===== src/rtl/alu.sv =====
// ---------------------------------------------------------------------------
// alu -- registered 8-bit arithmetic/logic unit, one-stage pipeline slice.
//
// Every rising edge of clk samples a, b, op and c_in and registers the
// result together with the carry-out, a carry flag and a zero flag. A new
// operation is accepted every cycle; there is no handshake.
//
// Ports
//   clk     in   1  clock, rising edge
//   rst     in   1  asynchronous, active-high reset
//   a       in   8  operand A (unsigned)
//   b       in   8  operand B (unsigned, ignored by shifts)
//   op      in   3  opcode: ADD SUB AND OR XOR XNOR SHL SHR
//   c_in    in   1  carry-in (ADD/SUB) or shift-in bit (SHL/SHR)
//   out     out  8  registered result
//   c_out   out  1  registered carry / shifted-out bit
//   c_flag  out  1  registered carry flag
//   zero    out  1  registered flag, 1 when out == 0
//
// Build option
//   ALU_FLAG_HOLD_EN  defined:   c_flag loads only on ADD/SUB/SHL/SHR and
//                                holds across the logic ops.
//                     undefined: c_flag is a plain copy of c_out.
// ---------------------------------------------------------------------------
module alu (
  input  logic       clk,
  input  logic       rst,
  input  logic [7:0] a,
  input  logic [7:0] b,
  input  logic [2:0] op,
  input  logic       c_in,
  output logic [7:0] out,
  output logic       c_out,
  output logic       c_flag,
  output logic       zero
);

  typedef enum logic [2:0] {
    OP_ADD  = 3'b000,
    OP_SUB  = 3'b001,
    OP_AND  = 3'b010,
    OP_OR   = 3'b011,
    OP_XOR  = 3'b100,
    OP_XNOR = 3'b101,
    OP_SHL  = 3'b110,
    OP_SHR  = 3'b111
  } op_e;

  op_e        w_op;
  logic [7:0] w_b_opnd;
  logic [8:0] w_sum;
  logic [7:0] w_res;
  logic       w_c;

  logic [7:0] r_out;
  logic       r_c_out;
  logic       r_c_flag;
  logic       r_zero;

  assign w_op = op_e'(op);

  // One shared adder serves ADD and SUB; SUB feeds ~b so that c_in=1 gives
  // a true two's-complement subtract and the carry reads as "no borrow".
  assign w_b_opnd = (w_op == OP_SUB) ? ~b : b;
  assign w_sum    = {1'b0, a} + {1'b0, w_b_opnd} + {8'h00, c_in};

  always_comb begin
    w_res = 8'h00;
    w_c   = 1'b0;
    case (w_op)
      OP_ADD, OP_SUB: begin
        w_res = w_sum[7:0];
        w_c   = w_sum[8];
      end
      OP_AND:  w_res = a & b;
      OP_OR:   w_res = a | b;
      OP_XOR:  w_res = a ^ b;
      OP_XNOR: w_res = ~(a ^ b);
      OP_SHL: begin
        w_res = {a[6:0], c_in};
        w_c   = a[7];
      end
      OP_SHR: begin
        w_res = {c_in, a[7:1]};
        w_c   = a[0];
      end
      default: begin
        w_res = 8'h00;
        w_c   = 1'b0;
      end
    endcase
  end

`ifdef ALU_FLAG_HOLD_EN
  // Only the carry-producing ops may touch the flag.
  logic w_flag_upd;
  assign w_flag_upd = (w_op == OP_ADD) || (w_op == OP_SUB) ||
                      (w_op == OP_SHL) || (w_op == OP_SHR);
`endif

  // Output register stage
  always_ff @(posedge clk or posedge rst) begin
    if (rst) begin
      r_out    <= 8'h00;
      r_c_out  <= 1'b0;
      r_c_flag <= 1'b0;
      r_zero   <= 1'b1;
    end else begin
      r_out   <= w_res;
      r_c_out <= w_c;
      r_zero  <= (w_res == 8'h00);
`ifdef ALU_FLAG_HOLD_EN
      if (w_flag_upd) begin
        r_c_flag <= w_c;
      end
`else
      r_c_flag <= w_c;
`endif
    end
  end

  assign out    = r_out;
  assign c_out  = r_c_out;
  assign c_flag = r_c_flag;
  assign zero   = r_zero;

endmodule


===== config.mk =====
export PLATFORM = sky130hd
export DESIGN_NAME = alu
export DESIGN_NICKNAME = d
export VERILOG_FILES = /design/src/rtl/alu.sv
export SDC_FILE = /design/constraint.sdc
export NUM_CORES = 1
export LEC_CHECK = 0
export CORE_ASPECT_RATIO = 1.5
export CORE_UTILIZATION = 40
export DETAILED_ROUTE_END_ITERATION = 8
export PLACE_DENSITY_LB_ADDON = 0.12
export SKIP_LAST_GASP = 1
export SLEW_MARGIN = 20
export SYNTH_ARGS = -nofsm -noshare
export SYNTH_HDL_FRONTEND = slang
export SYNTH_SLANG_ARGS = --single-unit

===== constraint.sdc =====
create_clock -name clk -period 0.8 [get_ports clk]
set_input_delay 0.08 -clock clk [delete_from_list [all_inputs] [get_ports clk]]
set_output_delay 0.08 -clock clk [all_outputs]
set_load 0.05 [all_outputs]

=== Word level (Yosys, flattened, before mapping) ===
Cells that the tools add are included.

* Bits in registers: 10
* Bits of input ports: 22
* Output and inout bits: 11
* Logic and storage cells: 23

* Add/subtract/negate cells: 2
* Eq/ne operators: 7
* Multiplexer cells: 3
* Bitwise operators: 5
* Reduce and logical (&&, ||, !) cells: 3

{| class="wikitable"
|+ Operators by type and width
! operator !! count
|-
| case mux 8 bit (7 select lines) || 1
|-
| inverter 8 bit || 2
|-
| equality test 3 bit (second input constant) || 4
|-
| adder 8 x 8 -> 9 bit || 1
|-
| adder 9 x 1 -> 9 bit || 1
|-
| AND 8 bit || 1
|-
| logical NOT 8 bit || 1
|-
| two-way mux 8 bit || 1
|-
| OR 8 bit || 1
|-
| bitwise XOR 8 bit || 1
|-
| equality test 3 x 2 -> 1 bit (second input constant) || 2
|-
| equality test 3 x 1 -> 1 bit (second input constant) || 1
|-
| logical NOT 3 bit || 1
|-
| case mux 1 bit (3 select lines) || 1
|-
| OR reduction 2 bit || 1
|}

=== Depth between registers and ports, before layout ===
Gate-level depths: netlist of the first run.

* Depth in word-level cells: 6
* Gate-level depth with buffers: 12
* Depth with buffers taken out: 11

=== Worst setup path after synthesis of the first run ===
OpenSTA, ideal clock, no wires.

* Path type: input port to flip-flop
* Start: input op[1]
* End: register r_zero, in the netlist zero
* Library setup time: 90 ps
* Arrival: 3101 ps
* Required time: 710 ps
* Slack: -2391 ps
* Stages: 11
* Path buffers: 1
* Path through: clkbuf_1 > nor3_2 > xnor2_1 > fa_1 > fa_1 > a21o_1 > a211oi_1 > nor2_1 > a211o_1 > or4_4 > nor4_2

* Cells in the longest elaborated chain, start to end: 6
* Elaborated cells on any way between the ends: 14
* Those cells by class: add/sub: 2; eq/ne: 7; mux: 2; reduce/logical: 3

{| class="wikitable"
|+ Ends and longest elaborated chain
! element !! RTL line !! text
|-
| start, declared || 30 || <nowiki>input logic [2:0] op,</nowiki>
|-
| equality test 3 x 1 -> 1 bit || 64, 70 ||
|-
| two-way mux 8 bit || 64 || <nowiki>assign w_b_opnd = (w_op == OP_SUB) ? ~b : b;</nowiki>
|-
| adder 8 x 8 -> 9 bit || 65 || <nowiki>assign w_sum = {1'b0, a} + {1'b0, w_b_opnd} + {8'h00, c_in};</nowiki>
|-
| adder 9 x 1 -> 9 bit || 65 ||
|-
| case mux 8 bit (7 select lines) (*) || 70 || <nowiki>case (w_op)</nowiki>
|-
| logical NOT 8 bit (*) || 111 || <nowiki>r_zero <= (w_res == 8'h00);</nowiki>
|-
| end signal, assigned || 111 ||
|-
| end, declared || 58 || <nowiki>logic r_zero;</nowiki>
|}

Mark *: on every way between the ends. The rest lies on a longest branch, timed or not.

=== Final worst setup path of the first run ===
* Start: input op[0]
* End: register r_zero, in the netlist zero

The elaborated chain is that of the path after synthesis.

==> results of run 1 <==
report_power, final:
part,switching (mW),leakage [nW],total (mW),internal (mW)
logic,1.03,1.07,2.13,1.10
registers,0.0586,0.119,0.637,0.578
clock network,0.192,0.0288,0.624,0.432
total,1.28,1.22,3.39,2.11
repair_timing:
action / CTS / global route
gates resized for setup: 41 / 30
endpoints found under the hold margin: 0 / 0
pin swaps: 20 / 25
setup buffers: 8 / 7
endpoints found under the setup margin: 21 / 21
metal layers:
layer | routed length (microns) | track usage, %
met2 | 2570 | 44.3
met4 | 329 | 21.6
met3 | 133 | 0.969
met5 | 0 | 0
met1 | 1590 | 24.6
worst max-delay path: stages:
cell and delay [ps]:
buf_8 80, inv_6 30, nor3_4 220, xnor2_2 100, fa_2 420, fa_2 380, a21o_1 200, a211oi_2 260
nor2_2 60, a211o_1 250, or4_4 440, nor4_4 140
layout make-up:
| type | instances | area [sq um] |
|---|---|---|
| multi-input combinational | 130 | 1310 |
| fill | 275 | 1060 |
| timing repair buffer | 84 | 852 |
| sequential | 10 | 253 |
| inverter | 25 | 98.8 |
| clock buffer | 4 | 55.1 |
| tap | 43 | 53.8 |
through the flow:
step / hold WS [ps] / cells / TNS, ps
floorplan: -80.6 / 173 / -13390
global placement: 392 / 284 / -18010
detailed placement: 402 / 284 / -18620
CTS: 153 / 294 / -12660
global route: 153 / 296 / -13440
finish: 143 / 296 / -12480
worst paths after layout:
kind,startpoint,end
max in group asynchronous,rst,zero
min,rst,out[0]
min in group clk,op[1],out[1]
max,op[0],zero
placed cells by master (no fill, tap or decap), types with 3 or more instances in the layout:
cell and n:
a211oi_2 3, a21o_1 3, a21oi_2 3, a221oi_1 3
buf_12 13, buf_4 46, buf_6 5, clkbuf_8 4
clkdlybuf4s50_1 13, dfrtp_1 8, ha_1 21, ha_2 3
inv_1 20, inv_2 3, mux2i_1 4, mux4_2 3
nand2_1 6, nand2b_1 4, nand3_1 3, nor2_1 7
nor2b_1 3, o21ai_0 5, xnor2_1 8, xor2_1 5
flip-flops by register name, summed over array words and instances (netlist names):
signal  flops
zero        1
out         8
c_flag      1
kinds of logic after synthesis:
logic type,Yosys count
buffers and inverters,33
DFF,10
AOI/OAI and AO/OA,42
adders and majority gates,27
and+or+nand+nor,37
muxes,9
xor gates and xnor gates,15
==> results.txt, run 1 <==
----------------------------------------------------
[CTS]
  Number of CTS-inserted buffers ... 3
  Number of clock sinks seen by CTS ... 10
  Clock-pin slew on the worst setup and hold paths ... around 40 ps
  Buffer cell driving the clock tree root ... clkbuf_8
  CTS tree ... built
  Htree depth ... 1
  Count of hold buffers inserted by post-cts repair ... 0
  Clock tree buffer depth ... 2

[Synthesis]
  Share of synthesized cell area in full adder, half adder and majority cells ... a little under a quarter
  Cells taking the most area after synthesis ... ha_1 (20%), dfrtp_1 (15%), xnor2_1 (5.7%), inv_1 (5.6%), mux4_2 (4.4%)
  Most common cell in the netlist ... ha_1
  Synthesized instance count ... 173
  Largest family of logic cells by synthesized area ... adder cells
  Unique masters post-synth ... 50
  Share of synthesized flip-flops with an asynchronous set or reset ... 100%
  Warnings, synthesis ... 0
  Synth Area in XOR/XNOR ... under 10%
  Cell area after technology mapping ... between 1500 and 2000 sq um
  Compound-cell area share of the yosys netlist ... about 20%
  Primary flip-flop cell chosen by synthesis mapping ... dfrtp_1
  Post-synthesis simple-gate area fraction ... 13.8%
  Sequential cell area fraction in the yosys report ... around 16%
  Post-synth EDFFs ... 0
  Total of flip-flops plus latches after synthesis ... 10
  Area share of the leading cell type in the synthesized netlist ... 20.2%
  Syn nets ... around 220
  Most common library cells after synthesis ... ha_1 (25), inv_1 (23), o21ai_0 (10), xnor2_1 (10)
  Multiplexer fraction of the synthesized cell area ... 8.66%
  Syn Area/Cell ... roughly 9 sq um
  Cell taking the most area after synthesis ... ha_1

[STA]
  Actual transition at the worst max-transition pin ... a little under 500 ps
  Count of endpoints failing setup in the final report ... 21
  Fin crit period ... approximately 2500 ps
  Final count of hold timing violations ... 0
  Maximum frequency from static timing analysis ... roughly 400 MHz
  Headroom to the max-slew limit ... 67.4%
  RSZ-0062 raised after global routing ... true
  Final cycle utilization of the critical path ... 312%
  Slack of the critical path ... -1700 ps
  Max Slew Vio Count ... 0

[Worst setup path]
  Worst-path maximum fanout ... 2
  Critical path type ... primary input to register
  Required time at the endpoint of the critical path ... about 950 ps
  Category of the worst setup path launch point ... primary input
  Crit end category ... register
  Critical path data arrival time ... 2650 ps

[Die]
  Row Count ... 27
  Initial core utilization ... about two fifths
  Die width ... between 50 and 60 microns
  Placeable core area ... roughly 3700 sq um
  Overall die height ... 78.1 microns
  Boundary Pins ... 33
  Full die area ... 4120 sq um

[Run status]
  Failing checks ... setup timing
  Outcome ... finished with violations

[Route]
  Number of design rule violations left after detail routing ... 0
  Final routed wirelength across all metal layers ... 4620 microns
  Average wire length per cell after detail routing ... approximately 16 microns
  Vias after detailed routing ... ~1600
  Via density ... 5.55
  Number of DRC violations after detailed-routing iteration 0 ... 35
  Number of iterations in the first detailed-routing pass ... 4
  DRT antenna net count ... 0

[Power]
  Total Power Consumption ... 3.39 mW
  Total power divided by cell area ... 1290 nW/um^2
  Leakage power figure ... about 1.2 nW
  IR drop worst, VDD ... roughly 1.4 mV

[Layout]
  Layout area overhead ... 69.6%
  Utilization of the core after routing ... between 70% and 80%
  Post-route standard cell area excluding fillers ... between 2000 and 3000 sq um
  Ratio of cells with drive above 1 in the final layout ... 44.7%
  Count of nets after finishing ... 303
  Antenna cells ... 0

[GRT]
  Maximum number of pins on one net before global-route repair ... 17
  Number of global-route vias before repair ... 1776
  Overall track demand over capacity in global routing ... ~25%
  Antenna violations before repair ... 0
  Congestion Overflow GR ... 0
  Global-route wire length before repair ... roughly 7600 microns

[Placed design]
  DPL Wire Length ... 3700 microns
  Worst slack after detailed placement ... -2340 ps
  Post-placement cell area ... 2330 sq um
  Final Wtd Congestion ... 0.989
  Number of buffer cells added on primary ports ... 32

[Flow run]
  Count of maximum capacitance violations ... 0

[Worst hold path]
  Class of the most critical hold timing path ... primary input to asynchronous set/reset pin

----------------------------------------------------
(Power assumes the default switching activity.)
==> run 2: changes to the inputs <==
--- a/config.mk
+++ b/config.mk
@@ -5,9 +5,11 @@
 export SDC_FILE = /design/constraint.sdc
 export NUM_CORES = 1
 export LEC_CHECK = 0
+export CAP_MARGIN = 20
 export CORE_ASPECT_RATIO = 1.5
 export CORE_UTILIZATION = 40
 export DETAILED_ROUTE_END_ITERATION = 8
+export MAX_ROUTING_LAYER = met4
 export PLACE_DENSITY_LB_ADDON = 0.12
 export SKIP_LAST_GASP = 1
 export SLEW_MARGIN = 20
==> results.txt, run 2 (same netlist as run 1, synthesis figures left out) <==
----------------------------------------------------
[Layout]
  Most frequent standard cell in the layout excluding fill and tap cells ... buf_4
  Ratio of cells with drive above 1 in the final layout ... between 40% and 50%
  Antenna cells ... 0
  Utilization of the core after routing ... between 60% and 70%
  Area used by multi-input combinational logic ... about 1300 sq um
  Layout area overhead ... 66.8%
  Max reg flops ... 8
  Post-route standard cell area excluding fillers ... roughly 2600 sq um
  Fill cell total of the finished layout ... between 200 and 300
  Most frequent cells in the layout ... buf_4 (46), ha_1 (24), inv_1 (21), clkdlybuf4s50_1 (14), buf_12 (12)
  Count of nets after finishing ... between 300 and 400
  Flip-flop and latch area ... approximately 250 sq um

[GRT]
  Overall track demand over capacity in global routing ... a little over a quarter
  Number of global-route vias before repair ... 1744
  Maximum number of pins on one net before global-route repair ... 17
  Congestion Overflow GR ... 0
  Met2 Usage GRT ... a little under half
  Met3 capacity usage during global routing ... just over 3%
  Global-route wire length before repair ... ~8000 microns
  Met1 track utilization from global routing ... 26.5%
  Antenna violations before repair ... 0
  Highest-utilization routing layer at the global route stage ... met2

[Run status]
  Outcome ... finished with violations
  Failing checks ... setup timing

[CTS]
  Number of CTS-inserted buffers ... 3
  Buffer cell driving the clock tree root ... clkbuf_8
  Clock tree buffer depth ... 2
  Number of clock sinks seen by CTS ... 10
  CTS tree ... built
  Htree depth ... 1
  Clock-pin slew on the worst setup and hold paths ... ~50 ps

[Placed design]
  Number of buffer cells added on primary ports ... 32
  DPL Wire Length ... about 3700 microns
  Worst slack after detailed placement ... -2360 ps
  Post-placement cell area ... 2320 sq um
  Final Wtd Congestion ... 0.999

[Route]
  DRT antenna net count ... 0
  Final routed wirelength across all metal layers ... 4790 microns
  Number of design rule violations left after detail routing ... 0
  Average wire length per cell after detail routing ... about 16 microns
  Via density ... roughly 5.6
  Number of DRC violations after detailed-routing iteration 0 ... 57
  Number of iterations in the first detailed-routing pass ... 4
  Vias after detailed routing ... approximately 1700

[Die]
  Boundary Pins ... 33
  Initial core utilization ... between 40% and 50%
  Full die area ... 4120 sq um
  Overall die height ... roughly 80 microns
  Row Count ... 27
  Placeable core area ... around 3700 sq um
  Die width ... 52.8 microns

[Worst setup path]
  Cells along the critical path ... buf_8 > inv_6 > nor3_4 > xnor2_2 > fa_2 > fa_2 > a21o_1 > a211oi_2 > nor2_4 > a211o_1 > or4_4 > nor4_4
  Critical path data arrival time ... 2670 ps
  Category of the worst setup path launch point ... primary input
  Slowest cell on the critical path ... or4_4
  Required time at the endpoint of the critical path ... around 950 ps
  Critical path type ... primary input to register
  Worst-path maximum fanout ... 2
  Slowest cell delay on critical path ... ~430 ps
  Critical path's most frequent cell ... fa_2
  Crit end category ... register

[STA]
  Slack of the critical path ... -1720 ps
  WHS ... between 100 and 150 ps
  Final cycle utilization of the critical path ... 315%
  RSZ-0062 raised after global routing ... true
  Final count of hold timing violations ... 0
  Maximum frequency from static timing analysis ... 397 MHz
  Actual transition at the worst max-transition pin ... between 400 and 500 ps
  Headroom to the max-slew limit ... around 72%
  Count of endpoints failing setup in the final report ... 21
  Max Slew Vio Count ... 0
  Fin crit period ... 2520 ps

[Power]
  Leakage power figure ... ~1.2 nW
  Total power divided by cell area ... 1320 nW/um^2
  Switching power share of the total ... 37.8%
  IR drop worst, VDD ... ~1.2 mV
  Switching power ... ~1.3 mW
  Cell internal pwr ... about 2.1 mW
  Relative contribution of combinational cells to total power ... between 60% and 70%
  Clock group share of total power ... approximately 18%
  Total Power Consumption ... 3.40 mW
  Share of total power in sequential cells ... a little under a fifth

[Flow run]
  Count of maximum capacitance violations ... 0

[Worst hold path]
  Class of the most critical hold timing path ... primary input to asynchronous set/reset pin

----------------------------------------------------
## run 2: worst max-delay path: cells and delay by family
kind | cells | cell delay, ps
AO/OA/AOI/OAI | 3 | 750
buffers and inverters | 2 | 110
AND/OR/NAND/NOR | 4 | 840
XOR/XNOR | 1 | 100
adder cells (fa/ha/maj) | 2 | 790
## run 2: path summary, 6_finish.rpt
check / start / endpoint
min in group clk: a[0] / c_flag
min: rst / out[2]
max: op[0] / zero
max in group asynchronous: rst / zero
## run 2: metal layers
metal  up-vias  part of all wire (%)
met4         0                   5.8
met5         -                     0
met1       806                    34
li1        782                     -
met2        54                    57
met3        22                   3.4
## run 2: per-stage QoR
| stage | setup TNS [ps] | cells |
|---|---|---|
| 2_1_floorplan | -13390 | 173 |
| 3_3_place_gp | -18040 | 283 |
| 3_5_place_dp | -18710 | 283 |
| 4_1_cts | -13320 | 297 |
| 5_1_grt | -13790 | 297 |
| 6_report | -12820 | 297 |
## run 2: final cells by class
class | instances | share of cell area (%)
clock buffers | 4 | 2.14
inverters | 25 | 3.83
multi-input cells | 130 | 48.9
flip-flops and latches | 10 | 9.81
well taps | 43 | 2.09
repair buffers | 85 | 33.3
## run 2: power groups by stage
stage	logic [mW]	registers, mW	clock network (mW)
2_1_floorplan	0.729	0.851	0
4_1_cts	2.05	0.638	0.630
3_3_place_gp	1.78	0.643	0
5_1_grt	2.28	0.642	0.671
6_report	2.14	0.636	0.624
3_5_place_dp	1.82	0.645	0
## run 2: what timing repair did
action | CTS | global route
pin swaps | 20 | 17
hold buffers | 0 | 0
endpoints found under the setup margin | 21 | 21
gates resized for setup | 46 | 16
setup buffers | 11 | 8
==> run 3: changes to the inputs <==
--- a/config.mk
+++ b/config.mk
@@ -9,6 +9,7 @@
 export CORE_ASPECT_RATIO = 1.5
 export CORE_UTILIZATION = 40
 export DETAILED_ROUTE_END_ITERATION = 8
+export HOLD_SLACK_MARGIN = 0.1
 export MAX_ROUTING_LAYER = met4
 export PLACE_DENSITY_LB_ADDON = 0.12
 export SKIP_LAST_GASP = 1
==> constraint.sdc (replaced) <==
create_clock -name clk -period 0.8 [get_ports clk]
set_input_delay 0.16 -clock clk [delete_from_list [all_inputs] [get_ports clk]]
set_output_delay 0.16 -clock clk [all_outputs]
set_load 0.05 [all_outputs]
==> results.txt, run 3 (same netlist as run 1, synthesis figures left out) <==
----------------------------------------------------
[Worst setup path]
  Required time at the endpoint of the critical path ... ~950 ps
  Critical path type ... primary input to register
  Slowest cell on the critical path ... or4_4
  Slowest cell delay on critical path ... between 400 and 500 ps
  Category of the worst setup path launch point ... primary input
  Critical path data arrival time ... approximately 2900 ps
  CP delay by family, top ... simple AND/OR/NAND/NOR gates
  Cells along the critical path ... buf_8 > inv_6 > nor3_4 > buf_6 > xnor2_4 > fa_2 > fa_2 > a21o_1 > a211oi_2 > nor2_4 > a211o_1 > or4_4 > nor4_4
  Critical path's most frequent cell ... fa_2
  Worst-path maximum fanout ... 2
  Critical path buffers and inverters ... 3
  Crit end category ... register

[Placed design]
  Final Wtd Congestion ... about 0.94
  Worst slack after detailed placement ... -2410 ps
  DPL Wire Length ... between 3000 and 4000 microns
  Post-placement cell area ... 2320 sq um
  Number of buffer cells added on primary ports ... 32

[CTS]
  Htree depth ... 1
  Number of CTS-inserted buffers ... 3
  Buffer cell driving the clock tree root ... clkbuf_8
  Number of clock sinks seen by CTS ... 10
  Clock tree buffer depth ... 2
  CTS tree ... built
  Clock-pin slew on the worst setup and hold paths ... 50 ps

[Flow run]
  Count of maximum capacitance violations ... 0

[STA]
  Fin crit period ... ~2700 ps
  Max Slew Vio Count ... 0
  Final count of hold timing violations ... 0
  Count of endpoints failing setup in the final report ... 21
  Maximum frequency from static timing analysis ... approximately 370 MHz
  Slack of the critical path ... -1920 ps
  RSZ-0062 raised after global routing ... true
  Actual transition at the worst max-transition pin ... about 570 ps
  Headroom to the max-slew limit ... around three fifths
  Final cycle utilization of the critical path ... 340%

[Route]
  Final routed wirelength across all metal layers ... 5110 microns
  Number of DRC violations after detailed-routing iteration 0 ... 71
  Number of design rule violations left after detail routing ... 0
  Via density ... 5.46
  Number of iterations in the first detailed-routing pass ... 4
  Average wire length per cell after detail routing ... 16.8 microns
  Vias after detailed routing ... between 1500 and 2000
  DRT antenna net count ... 0

[GRT]
  Overall track demand over capacity in global routing ... between 20% and 30%
  Global-route wire length before repair ... about 8000 microns
  Antenna violations before repair ... 0
  Maximum number of pins on one net before global-route repair ... 17
  Number of global-route vias before repair ... 1768
  Congestion Overflow GR ... 0

[Power]
  Total power divided by cell area ... around 1300 nW/um^2
  IR drop worst, VDD ... roughly 1.4 mV
  Leakage power figure ... roughly 1.3 nW

[Worst hold path]
  Class of the most critical hold timing path ... primary input to asynchronous set/reset pin

[Die]
  Boundary Pins ... 33
  Die width ... between 50 and 60 microns
  Placeable core area ... 3680 sq um
  Initial core utilization ... about two fifths
  Row Count ... 27
  Overall die height ... between 70 and 80 microns
  Full die area ... around 4100 sq um

[Run status]
  Outcome ... finished with violations
  Failing checks ... setup timing

[Layout]
  Post-route standard cell area excluding fillers ... between 2000 and 3000 sq um
  Count of nets after finishing ... 312
  Antenna cells ... 0
  Max reg flops ... 8
  Fill cell total of the finished layout ... between 200 and 300
  Most frequent standard cell in the layout excluding fill and tap cells ... buf_4
  Most frequent cells in the layout ... buf_4 (54), ha_1 (23), inv_1 (21), clkdlybuf4s50_1 (13), buf_12 (11)
  Ratio of cells with drive above 1 in the final layout ... a little under half
  Layout area overhead ... 74.8%

----------------------------------------------------
run 3: cell types whose count changed in the layout (fill, tap and decap cells not counted), sizes merged:
| cell | change |
|---|---|
| clkdlybuf4s50 | -1 |
| buf | +7 |
| dlygate4sd2 | +2 |
run 3: per-stage QoR:
stage | instances | hold slack [ps] | utilization [%] | TNS (ps) | total power, mW
2_1_floorplan | 173 | -0.605 | - | -14260 | 1.58
3_3_place_gp | 285 | 364 | 63.1 | -18820 | 2.43
3_5_place_dp | 285 | 386 | 63.1 | -19540 | 2.47
4_1_cts | 300 | 138 | 69.6 | -14470 | 3.21
5_1_grt | 305 | 152 | 73.4 | -16350 | 3.64
6_report | 305 | 126 | 73.4 | -15210 | 3.44
run 3: power breakdown:
part	switching, mW	internal [mW]	leakage [nW]	total [mW]
clock	0.181	0.347	0.0228	0.529
combinational	1.10	1.17	1.12	2.27
sequential	0.0585	0.578	0.119	0.637
run 3: path summary, 6_finish.rpt:
check / start / to / slack, ps / cells past startpoint
min: rst / out[0] / 130 / 2
max: op[0] / zero / -1920 / 13
max in group asynchronous: rst / out[3] / 370 / 3
min in group clk: op[1] / out[1] / 530 / 4
run 3: metal layers:
metal	vias up	track usage, %	share of wire [%]
met5	-	-	0
met4	0	14.2	5.9
met3	24	1.74	3.7
met2	75	47.0	56
met1	777	28.1	34
li1	789	-	-
run 3: what timing repair did:
action	in CTS	in global routing
resized for setup	51	20
endpoints found under the hold margin	0	0
pin swaps	29	19
hold buffers	0	0
setup endpoints to repair	21	21
setup buffers	11	8
run 3: final cells by class:
class	count	area [sq um]	area share [%]
timing repair buffer	93	916	33.9
inverter	25	98.8	3.66
sequential	10	253	9.36
multi-input combinational	130	1340	49.4
tap	43	53.8	1.99
clock buffer	4	45.0	1.67
